==> src/rtl/regwrite_arbiter.sv <==
// Register-bank write-port arbiter with multicycle-unit scoreboard and hazard stall.
// Optional starvation stall is built when REGARB_STARVE_EN is defined.
module regwrite_arbiter #(
   parameter int STARVE_LIMIT = 4
) (
   input  logic        clk,
   input  logic        reset,
   input  logic        wb_we,
   input  logic [3:0]  wb_addr,
   input  logic [31:0] wb_data,
   input  logic        mu_req,
   input  logic [3:0]  mu_addr,
   input  logic [31:0] mu_data,
   output logic        mu_ack,
   input  logic        issue_mu,
   input  logic [3:0]  issue_addr,
   input  logic        dec_valid,
   input  logic [3:0]  dec_addr_a,
   input  logic [3:0]  dec_addr_b,
   input  logic [3:0]  dec_addr_d,
   input  logic        flush,
   output logic        we,
   output logic [3:0]  addr_d,
   output logic [31:0] data_d,
   output logic        stall,
   output logic [15:0] pending,
   output logic        err
);

   logic        wb_grant;
   logic        issue_ok;
   logic [15:0] set_vec;
   logic [15:0] clr_vec;
   logic [15:0] pending_reg;
   logic [15:0] pending_next;
   logic        err_reg;
   logic        err_next;
   logic        hz_a;
   logic        hz_b;
   logic        hz_d;
   logic        stall_hz;

   // Writes to r0 are discarded, so they never block the multicycle unit.
   assign wb_grant = wb_we && (wb_addr != 4'd0);
   assign mu_ack   = mu_req && !wb_grant;
   assign we       = wb_grant || mu_ack;

   always_comb begin
      addr_d = 4'd0;
      data_d = 32'd0;
      if (wb_grant) begin
         addr_d = wb_addr;
         data_d = wb_data;
      end else if (mu_ack) begin
         addr_d = mu_addr;
         data_d = mu_data;
      end
   end

   assign issue_ok = issue_mu && !flush && (issue_addr != 4'd0);

   generate
      for (genvar gi = 0; gi < 16; gi++) begin : g_bit
         assign set_vec[gi] = issue_ok && (issue_addr == 4'(gi));
         assign clr_vec[gi] = mu_ack && (mu_addr == 4'(gi));
         if (gi == 0) begin : g_zero
            assign pending_next[gi] = 1'b0;
         end else begin : g_live
            // A new issue outranks a retire landing on the same register.
            assign pending_next[gi] = set_vec[gi] || (pending_reg[gi] && !clr_vec[gi]);
         end
      end
   endgenerate

   assign err_next = err_reg
                   || (issue_ok && ((set_vec & pending_reg) != 16'd0))
                   || (mu_ack && ((clr_vec & pending_reg) == 16'd0));

   always_ff @(posedge clk or negedge reset) begin
      if (!reset) begin
         pending_reg <= 16'd0;
         err_reg     <= 1'b0;
      end else begin
         pending_reg <= pending_next;
         err_reg     <= err_next;
      end
   end

   // Read operands retiring this cycle are forwarded by the bank; a destination is not.
   assign hz_a = (dec_addr_a != 4'd0) && pending_reg[dec_addr_a]
               && !(mu_ack && (mu_addr == dec_addr_a));
   assign hz_b = (dec_addr_b != 4'd0) && pending_reg[dec_addr_b]
               && !(mu_ack && (mu_addr == dec_addr_b));
   assign hz_d = (dec_addr_d != 4'd0) && pending_reg[dec_addr_d];

   assign stall_hz = dec_valid && (hz_a || hz_b || hz_d);

`ifdef REGARB_STARVE_EN
   localparam logic [2:0] LIMIT = 3'(STARVE_LIMIT);

   logic [2:0] starve_reg;
   logic [2:0] starve_next;

   always_comb begin
      starve_next = starve_reg;
      if (!mu_req || mu_ack) begin
         starve_next = 3'd0;
      end else if (starve_reg != 3'd7) begin
         starve_next = starve_reg + 3'd1;
      end
   end

   always_ff @(posedge clk or negedge reset) begin
      if (!reset) begin
         starve_reg <= 3'd0;
      end else begin
         starve_reg <= starve_next;
      end
   end

   assign stall = stall_hz || (starve_reg >= LIMIT);
`else
   assign stall = stall_hz;
`endif

   assign pending = pending_reg;
   assign err     = err_reg;

endmodule

==> config.mk <==
export PLATFORM = sky130hd
export DESIGN_NAME = regwrite_arbiter
export DESIGN_NICKNAME = d
export VERILOG_FILES = /design/src/rtl/regwrite_arbiter.sv
export SDC_FILE = /design/constraint.sdc
export NUM_CORES = 1
export LEC_CHECK = 0
export ABC_AREA = 1
export BUFFER_PORTS_ARGS = -buffer_cell sky130_fd_sc_hd__buf_2
export CORE_MARGIN = 2
export CORE_UTILIZATION = 43
export CTS_CLUSTER_DIAMETER = 120
export CTS_CLUSTER_SIZE = 30
export DETAILED_ROUTE_END_ITERATION = 6
export PLACE_DENSITY = 0.8
export SYNTH_ARGS = -nofsm -noshare
export SYNTH_HDL_FRONTEND = slang
export SYNTH_SLANG_ARGS = --single-unit
==> constraint.sdc <==
create_clock -name clk -period 3 [get_ports clk]
set_input_delay 0.45 -clock clk [delete_from_list [all_inputs] [get_ports clk]]
set_output_delay 0.45 -clock clk [all_outputs]
set_load 0.02 [all_outputs]
======== After elaboration in Yosys (flattened, before gate mapping) ========
Index checks and enable logic that the tools add are counted.
word-level totals
  register bits ........................... 16
  input bits .............................. 95
  output and inout port bits .............. 56
  logic and storage cells ................. 158
cells by class
  $lt $le $gt $ge ......................... 3
  equal/unequal tests ..................... 32
  muxes and demuxes ....................... 10
  bitwise logic cells ..................... 2
  reductions and logical operators ........ 109
operators with widths
  cell                  number
  $eq A4 B4 Y1 const B  16
  $mux W32              2
  $logic_and A1 B1 Y1   61
  $and A16 B16 Y16      2
  $eq A4 B3 Y1 const B  8
  $logic_or A1 B1 Y1    20
  $reduce_bool A4 Y1    5
  $logic_not A1 Y1      19
  $eq A4 B2 Y1 const B  4
  $logic_not A16 Y1     1
  $reduce_bool A16 Y1   1
  $lt A4 B5 Y1 const B  3
  $bmux W1 S4           3
  $eq A4 B1 Y1 const B  2
  $eq A4 B4 Y1          2
  $logic_not A4 Y1      2
  $mux W4               2
  $mux W1               3

======== Depth between registers and ports, before layout ========
Gate-level depths: netlist (run 1).
  depth in word-level cells ............... 10
  mapped depth ............................ 12
  mapped depth without buffers ............ 11

======== Least setup slack after synthesis (run 1) ========
OpenSTA, ideal clock, no wires.
  path type ............................... in2out
  start ................................... input wb_addr[0]
  end ..................................... output addr_d[0]
  arrival ................................. 1,478 ps
  required time ........................... 2,550 ps
  slack ................................... 1,072 ps
  stages on the path ...................... 6
  cell sequence ........................... nor2_2 nand2_4 nand2_4 nand2_4 buf_2 o21ai_0
on the way
  cells in the longest elaborated chain, start to end .. 6
ends and longest elaborated chain
  what                 RTL line  text
  start: declaration   9         input logic [3:0] wb_addr,
  $reduce_bool A4 Y1   44        assign wb_grant = wb_we && (wb_addr != 4'd0);
  $logic_and A1 B1 Y1  44
  $logic_not A1 Y1     45        assign mu_ack = mu_req && !wb_grant;
  $logic_and A1 B1 Y1  45
  $mux W4              54        end else if (mu_ack) begin
  $mux W4 (*)          51        if (wb_grant) begin
  end: declaration     23        output logic [3:0] addr_d,
Mark *: on every way between the ends. The rest lies on a longest branch, timed or not.

======== Worst setup path in the final report (run 1) ========
  start ................................... input wb_addr[2]
  end ..................................... output data_d[13]
on the way
  cells in the longest elaborated chain, start to end .. 6
ends and longest elaborated chain
  what                     RTL line  text
  $reduce_bool A4 Y1 (*)   44
  $logic_and A1 B1 Y1 (*)  44
  $logic_not A1 Y1         45
  $logic_and A1 B1 Y1      45
  $mux W32                 54
  $mux W32 (*)             51
  end: declaration         24        output logic [31:0] data_d,
Marks and branches as above.

==> results_dict.tcl, run 1 <==
set metrics [dict create \
    regToRegStartpoint "pending[15]" \
    ys_ff_latch 16 \
    setup_tns_ns 0 \
    synth_area_um2 2230 \
    arrival_ns 1.86 \
    grt_pass1_vias 2805 \
    core_area_um2 5040 \
    finalCriticalPeriod_ns 2.31 \
    cts_buffers 3 \
    status "finished with violations" \
    setup_viol 0 \
    fin_cells 582 \
    cts_tree "built" \
    antenna_found_initial 1 \
    ir_drop_mv 0.218 \
    finalMaxSlewViolations 0 \
    viasPerCell 5.60 \
    diodes 0 \
    placedCellCount 579 \
    relSlewSlack 0.628 \
    final_cell_mix "buf_2 (149), nand2_1 (108), nand3_1 (44)" \
    synthDominantCellAreaShare 0.182 \
    clockBufferDepth 2 \
    syn-mean-instance-area_um2 5.90 \
    cts_resized 0 \
    seq_area_frac_synth 0.180 \
    synthCells 377 \
    comb_power_share 0.531 \
    gp_congestion 0.891 \
    clock_sinks 16 \
    ys_top_cells_by_area "nand2_1 (18%), dfrtp_1 (18%), a32o_1 (15%), nand3_1 (9.9%), nor2_1 (7.3%)" \
    grt_usage 0.292 \
    cp.required_ns 2.55 \
    pwr-share-clk 0.145 \
    cts_setup_buffers 0 \
    rsz0062_at_grt "false" \
    violations "DRC" \
    grt_first_pass_wirelength_um 13900 \
    hold_viol 0 \
    rows 26 \
    hpwl_um 7070 \
    p_int_uw 568 \
    p_sw_frac 0.496 \
    wirelength_um 8940 \
    min_period_over_period 0.771 \
    clockRootBuffer "clkbuf_8" \
    worst_pin_slew_ns 0.556 \
    drive_above_1_share 0.330 \
    p_switching_uw 558 \
    max_cap_viol_count 0 \
    io_buffer_count 149 \
    n_fill_cell 490 \
    yosys_warnings 0 \
    drt_iter0_drc 337 \
    largest_register_ffs 15 \
    final_nets 609 \
    drc 3 \
    start_kind "input pin" \
    areaGrowthSynthToFinish_pct 34.8 \
    worstSetupPathType "input pin to output port" \
    syn_nets 472 \
    cts_max_level 1 \
    power_density_nw_per_um2 375 \
    grt_max_degree 41 \
    hold_buffers 0 \
    sequentialPowerShare 0.324 \
    yosysTopAreaCell "nand2_1" \
    startpoint "wb_addr[2]" \
    antenna_left 0 \
    p_leak_uw 0.00163 \
    ios 151 \
    fin_worst_skew_ns 0.00531 \
    clk_pin_slew_worst_paths_ns 0.06 \
    routedWlPerCell_um 15.4 \
    hold_path_class "input pin to async pin" \
    dieWidth_um 75.9 \
    fp.dieArea_um2 5770 \
    worstSkewPairLatency_ns 0.25 \
    fp.dieH_um 75.9 \
    mostFrequentLayoutCell "buf_2" \
    fmax_ghz 0.432 \
    vias 3262 \
    synth_cell_types 26 \
    crit_fanout 40 \
    cp-end-kind "output port" \
    grt_overflow 0 \
    start_util 0.441 \
    firstDrtPassIters 7 \
]
kinds of logic after synthesis:
family          synth area share
xor+xnor                 0.00787
other cells              0.00168
simple gates               0.468
compound gates             0.216
buf+inv                    0.127
flops                      0.180
cell usage after synthesis, drive strengths merged:
master    n
buf      12
xnor2     2
nand3b    1
o21ai    19
inv      43
a32o     34
o211ai    1
clkbuf    7
dfrtp    16
nor3     13
nor2     45
a21oi     4
a22o      2
nand3    45
nand4    18
clkinv    1
conb      1
nand2   113
worst paths after layout:
kind	end	slack (ns)	cells past startpoint
min in group clk	err	0.48	2
max reg2reg	err	1.79	9
max	data_d[13]	0.69	8
min reg2reg	err	0.48	2
max in group asynchronous	pending[2]	2.64	1
min	pending[14]	0.1	1
layout make-up:
type                       instances  area, um^2  share of cell area
timing repair buffer             151         761               0.254
inverter                          44         168              0.0559
clock buffer                       3        41.3              0.0138
tap                               70        87.6              0.0292
sequential                        16         400               0.133
multi-input combinational        298        1540               0.514
metrics by stage:
stage / total power (uW) / hold WS (ns) / utilization / area (um^2) / worst slack (ns)
3_5_place_dp: 956 / 0.370 / 0.587 / 2960 / 0.708
5_1_grt: 1180 / 0.135 / 0.595 / 3000 / 0.588
6_report: 1130 / 0.0978 / 0.595 / 3000 / 0.686
2_1_floorplan: 698 / 0.154 / - / 2230 / 1.07
4_1_cts: 1110 / 0.107 / 0.595 / 3000 / 0.706
3_3_place_gp: 945 / 0.365 / 0.587 / 2960 / 0.766
power groups by stage:
| stage | Sequential [uW] | Clock, uW | Combinational (uW) |
|---|---|---|---|
| 4_1_cts | 360 | 160 | 594 |
| 3_3_place_gp | 363 | 0 | 582 |
| 6_report | 365 | 163 | 598 |
| 3_5_place_dp | 363 | 0 | 592 |
| 2_1_floorplan | 382 | 0 | 316 |
| 5_1_grt | 369 | 164 | 650 |
worst max-delay path, stage by stage:
cell and delay (ns):
buf_2 0.12, nor2_2 0.14, nand2_4 0.08, nand2_4 0.14, nand2_4 0.16, inv_4 0.34
a32o_1 0.24, buf_2 0.19
per-layer routing:
metal | global-route usage | part of all wire
met1 | 0.415 | 0.42
met2 | 0.471 | 0.45
met3 | 0.0512 | 0.11
met4 | 0.0564 | 0.013
met5 | 0 | 0.0015
(Power assumes the default switching activity.)
==> inputs of run 2 (changes only) <==
--- a/config.mk
+++ b/config.mk
@@ -5,14 +5,14 @@
 export SDC_FILE = /design/constraint.sdc
 export NUM_CORES = 1
 export LEC_CHECK = 0
-export ABC_AREA = 1
+export ABC_AREA = 0
 export BUFFER_PORTS_ARGS = -buffer_cell sky130_fd_sc_hd__buf_2
 export CORE_MARGIN = 2
-export CORE_UTILIZATION = 43
+export CORE_UTILIZATION = 37
 export CTS_CLUSTER_DIAMETER = 120
 export CTS_CLUSTER_SIZE = 30
 export DETAILED_ROUTE_END_ITERATION = 6
-export PLACE_DENSITY = 0.8
+export PLACE_DENSITY = 0.75
 export SYNTH_ARGS = -nofsm -noshare
 export SYNTH_HDL_FRONTEND = slang
 export SYNTH_SLANG_ARGS = --single-unit
==> constraint.sdc (replaced) <==
create_clock -name clk -period 2.03 [get_ports clk]
set_input_delay 0.3045 -clock clk [delete_from_list [all_inputs] [get_ports clk]]
set_output_delay 0.3045 -clock clk [all_outputs]
set_load 0.02 [all_outputs]
==> run 2 against run 1 <==
Against the previous run:
- total power is 71% higher
- global-route usage decreased by 4.5 points
- critical endpoint is now stall
- highest routed layer is now met4
- clock power is 79% higher
- the flow finishes with violations (setup timing)
==> results_dict.tcl, run 2 <==
set metrics [dict create \
    status "finished with violations" \
    violations "setup timing" \
    synth_adder_area_share 0 \
    syn-mean-instance-area_um2 7.05 \
    areaGrowthSynthToFinish_pct 52.8 \
    hpwl_um 6240 \
    grt_usage 0.247 \
    synth_area_um2 2040 \
    clockRootBuffer "clkbuf_8" \
    n_fill_cell 524 \
    grt_overflow 0 \
    diodes 0 \
    fin_util 0.578 \
    setup_viol 1 \
    finalMaxSlewViolations 0 \
    power_density_nw_per_um2 615 \
    worstSkewPairLatency_ns 0.25 \
    viasPerCell 5.43 \
    drive_above_1_share 0.460 \
    largest_register_ffs 15 \
    syn_nets 385 \
    cp_cell_sequence "mux4_2 -> mux2i_1 -> mux2i_1 -> o211ai_1 -> o311ai_2 -> buf_2" \
    final_nets 548 \
    io_buffer_count 149 \
    rsz0062_at_grt "true" \
    synthCells 290 \
    power_uw 1920 \
    cts_buffers 3 \
    routedWlPerCell_um 15.3 \
    synth-xor-area-share 0.0343 \
    synth_cell_types 51 \
    ys.flop_type "dfrtp_1" \
    yosysTopAreaCell "dfrtp_1" \
    start_util 0.378 \
    hold_path_class "input pin to register" \
    synth_top_family_by_area "simple AND/OR/NAND/NOR gates" \
    synthMuxAreaShare 0.168 \
    arrival_ns 1.86 \
    synthDominantCellAreaShare 0.196 \
    hold_viol 0 \
    grt_first_pass_wirelength_um 12200 \
    fin_ws_ns -0.132 \
    wirelength_um 8010 \
    clockBufferDepth 2 \
    fin_cells 524 \
    start_kind "register" \
    cts_tree "built" \
    ys_ff_latch 16 \
    whs_ns 0.369 \
    drc 0 \
    worstSetupPathType "register to output port" \
    seq_area_frac_synth 0.196 \
    placedCellCount 509 \
    drt_iter0_drc 189 \
    worst_pin_slew_ns 0.748 \
    synth-edff-count 0 \
    cpPeakStageDelay_ns 0.47 \
    final_cell_mix "buf_2 (149), nand2_1 (79), o21ai_0 (59)" \
    slowest_stage "mux4_2" \
    fp.dieH_um 78.3 \
    finalCriticalPeriod_ns 2.16 \
    synth_common_cells "nand2_1 (79), o21ai_0 (60), clkbuf_1 (19)" \
    r2r_slack_ns 0.24 \
    setup_tns_ns -0.132 \
    cpMostUsedCell "mux2i_1" \
    antenna_left 0 \
    rows 27 \
    fp.dieArea_um2 6140 \
    synth.most_common_cell "nand2_1" \
    multiInputGateArea_um2 1550 \
    gp_congestion 0.931 \
    p_leak_uw 0.00156 \
    core_area_um2 5410 \
    seqCellArea_um2 405 \
    yosys_warnings 0 \
    synth_compound_area_frac 0.258 \
    crit_family "multiplexers" \
    min_period_over_period 1.07 \
    fmax_ghz 0.463 \
    grt_max_degree 64 \
    async_flop_share 1.00 \
    crit_buf_inv 1 \
    dieWidth_um 78.3 \
    fin_worst_skew_ns 0.00428 \
    antenna_found_initial 0 \
    mostFrequentLayoutCell "buf_2" \
    firstDrtPassIters 5 \
    grt_pass1_vias 2404 \
    clock_sinks 16 \
    ios 151 \
    crit_fanout 4 \
    cts_max_level 1 \
    cp-end-kind "output port" \
    relSlewSlack 0.495 \
    max_cap_viol_count 0 \
    cp.required_ns 1.73 \
    ir_drop_mv 0.320 \
    clk_pin_slew_worst_paths_ns 0.07 \
    vias 2844 \
    synthSimpleGateAreaFrac 0.284 \
    ys_top_cells_by_area "dfrtp_1 (20%), o21ai_0 (15%), nand2_1 (15%), mux4_2 (8.8%), mux2i_1 (6.9%)" \
]
## run 2: cell count changes in the layout (fill, tap and decap cells not counted), sizes merged, moves of 5 or more
cell and change:
mux4 +8, buf +30, a32o -33, o21ai +41, nand2 -34, inv -37, nand2b +5, mux2i +14
nand3 -38, nor3 -11, nor2 -43, nand4 -13
## run 2: cell families (layout without fill, tap and decap cells)
logic type,Yosys count,count (layout)
compound gates,89,89
xor+xnor,8,8
buf+inv,30,192
mux,24,24
simple gates,122,122
other cells,1,1
flops,16,16
## run 2: area by class of cell
class	instances	area share
clock buffer	4	0.0176
inverter	6	0.00721
multi-input combinational	244	0.497
sequential	16	0.130
tap	72	0.0288
timing repair buffer	182	0.320
## run 2: per-stage QoR
step | instance area [um^2] | worst slack [ns]
2_1_floorplan | 2040 | 0.00382
3_3_place_gp | 2950 | 0.000499
3_5_place_dp | 2950 | -0.0553
4_1_cts | 3090 | -0.0897
5_1_grt | 3120 | -0.196
6_report | 3120 | -0.132
## run 2: final timing paths
kind | from | cells past startpoint | to
hold / removal | issue_addr[1] | 2 | pending[13]
hold reg to reg | err | 2 | err
setup / recovery | pending[12] | 6 | stall
min in group asynchronous | reset | 2 | pending[14]
setup reg to reg | pending[15] | 7 | err
max in group asynchronous | reset | 2 | pending[3]
## run 2: metal layers
layer  up-vias  routed length [um]  global-route usage
met3        18                 672              0.0299
met1      1290                3290               0.343
met5         -                   0                   0
met2       166                3890               0.408
li1       1370                   -                   -
met4         0                 163              0.0632
## run 2: timing repair
action / 4_1_cts / 5_1_grt
endpoints found under the setup margin: 1 / 22
hold buffers: 1 / 0
pin swaps: 5 / 0
cloned: 0 / 0
gates resized for setup: 8 / 3
endpoints found under the hold margin: 16 / 0
buffers inserted: 7 / 3
## run 2: report_power, final
group / total (uW) / internal, uW / switching [uW] / leakage (uW)
Combinational: 1140 / 523 / 620 / 0.00135
Sequential: 487 / 394 / 92.5 / 0.000188
Clock: 292 / 172 / 120 / 0.0000288
Total: 1920 / 1090 / 833 / 0.00156
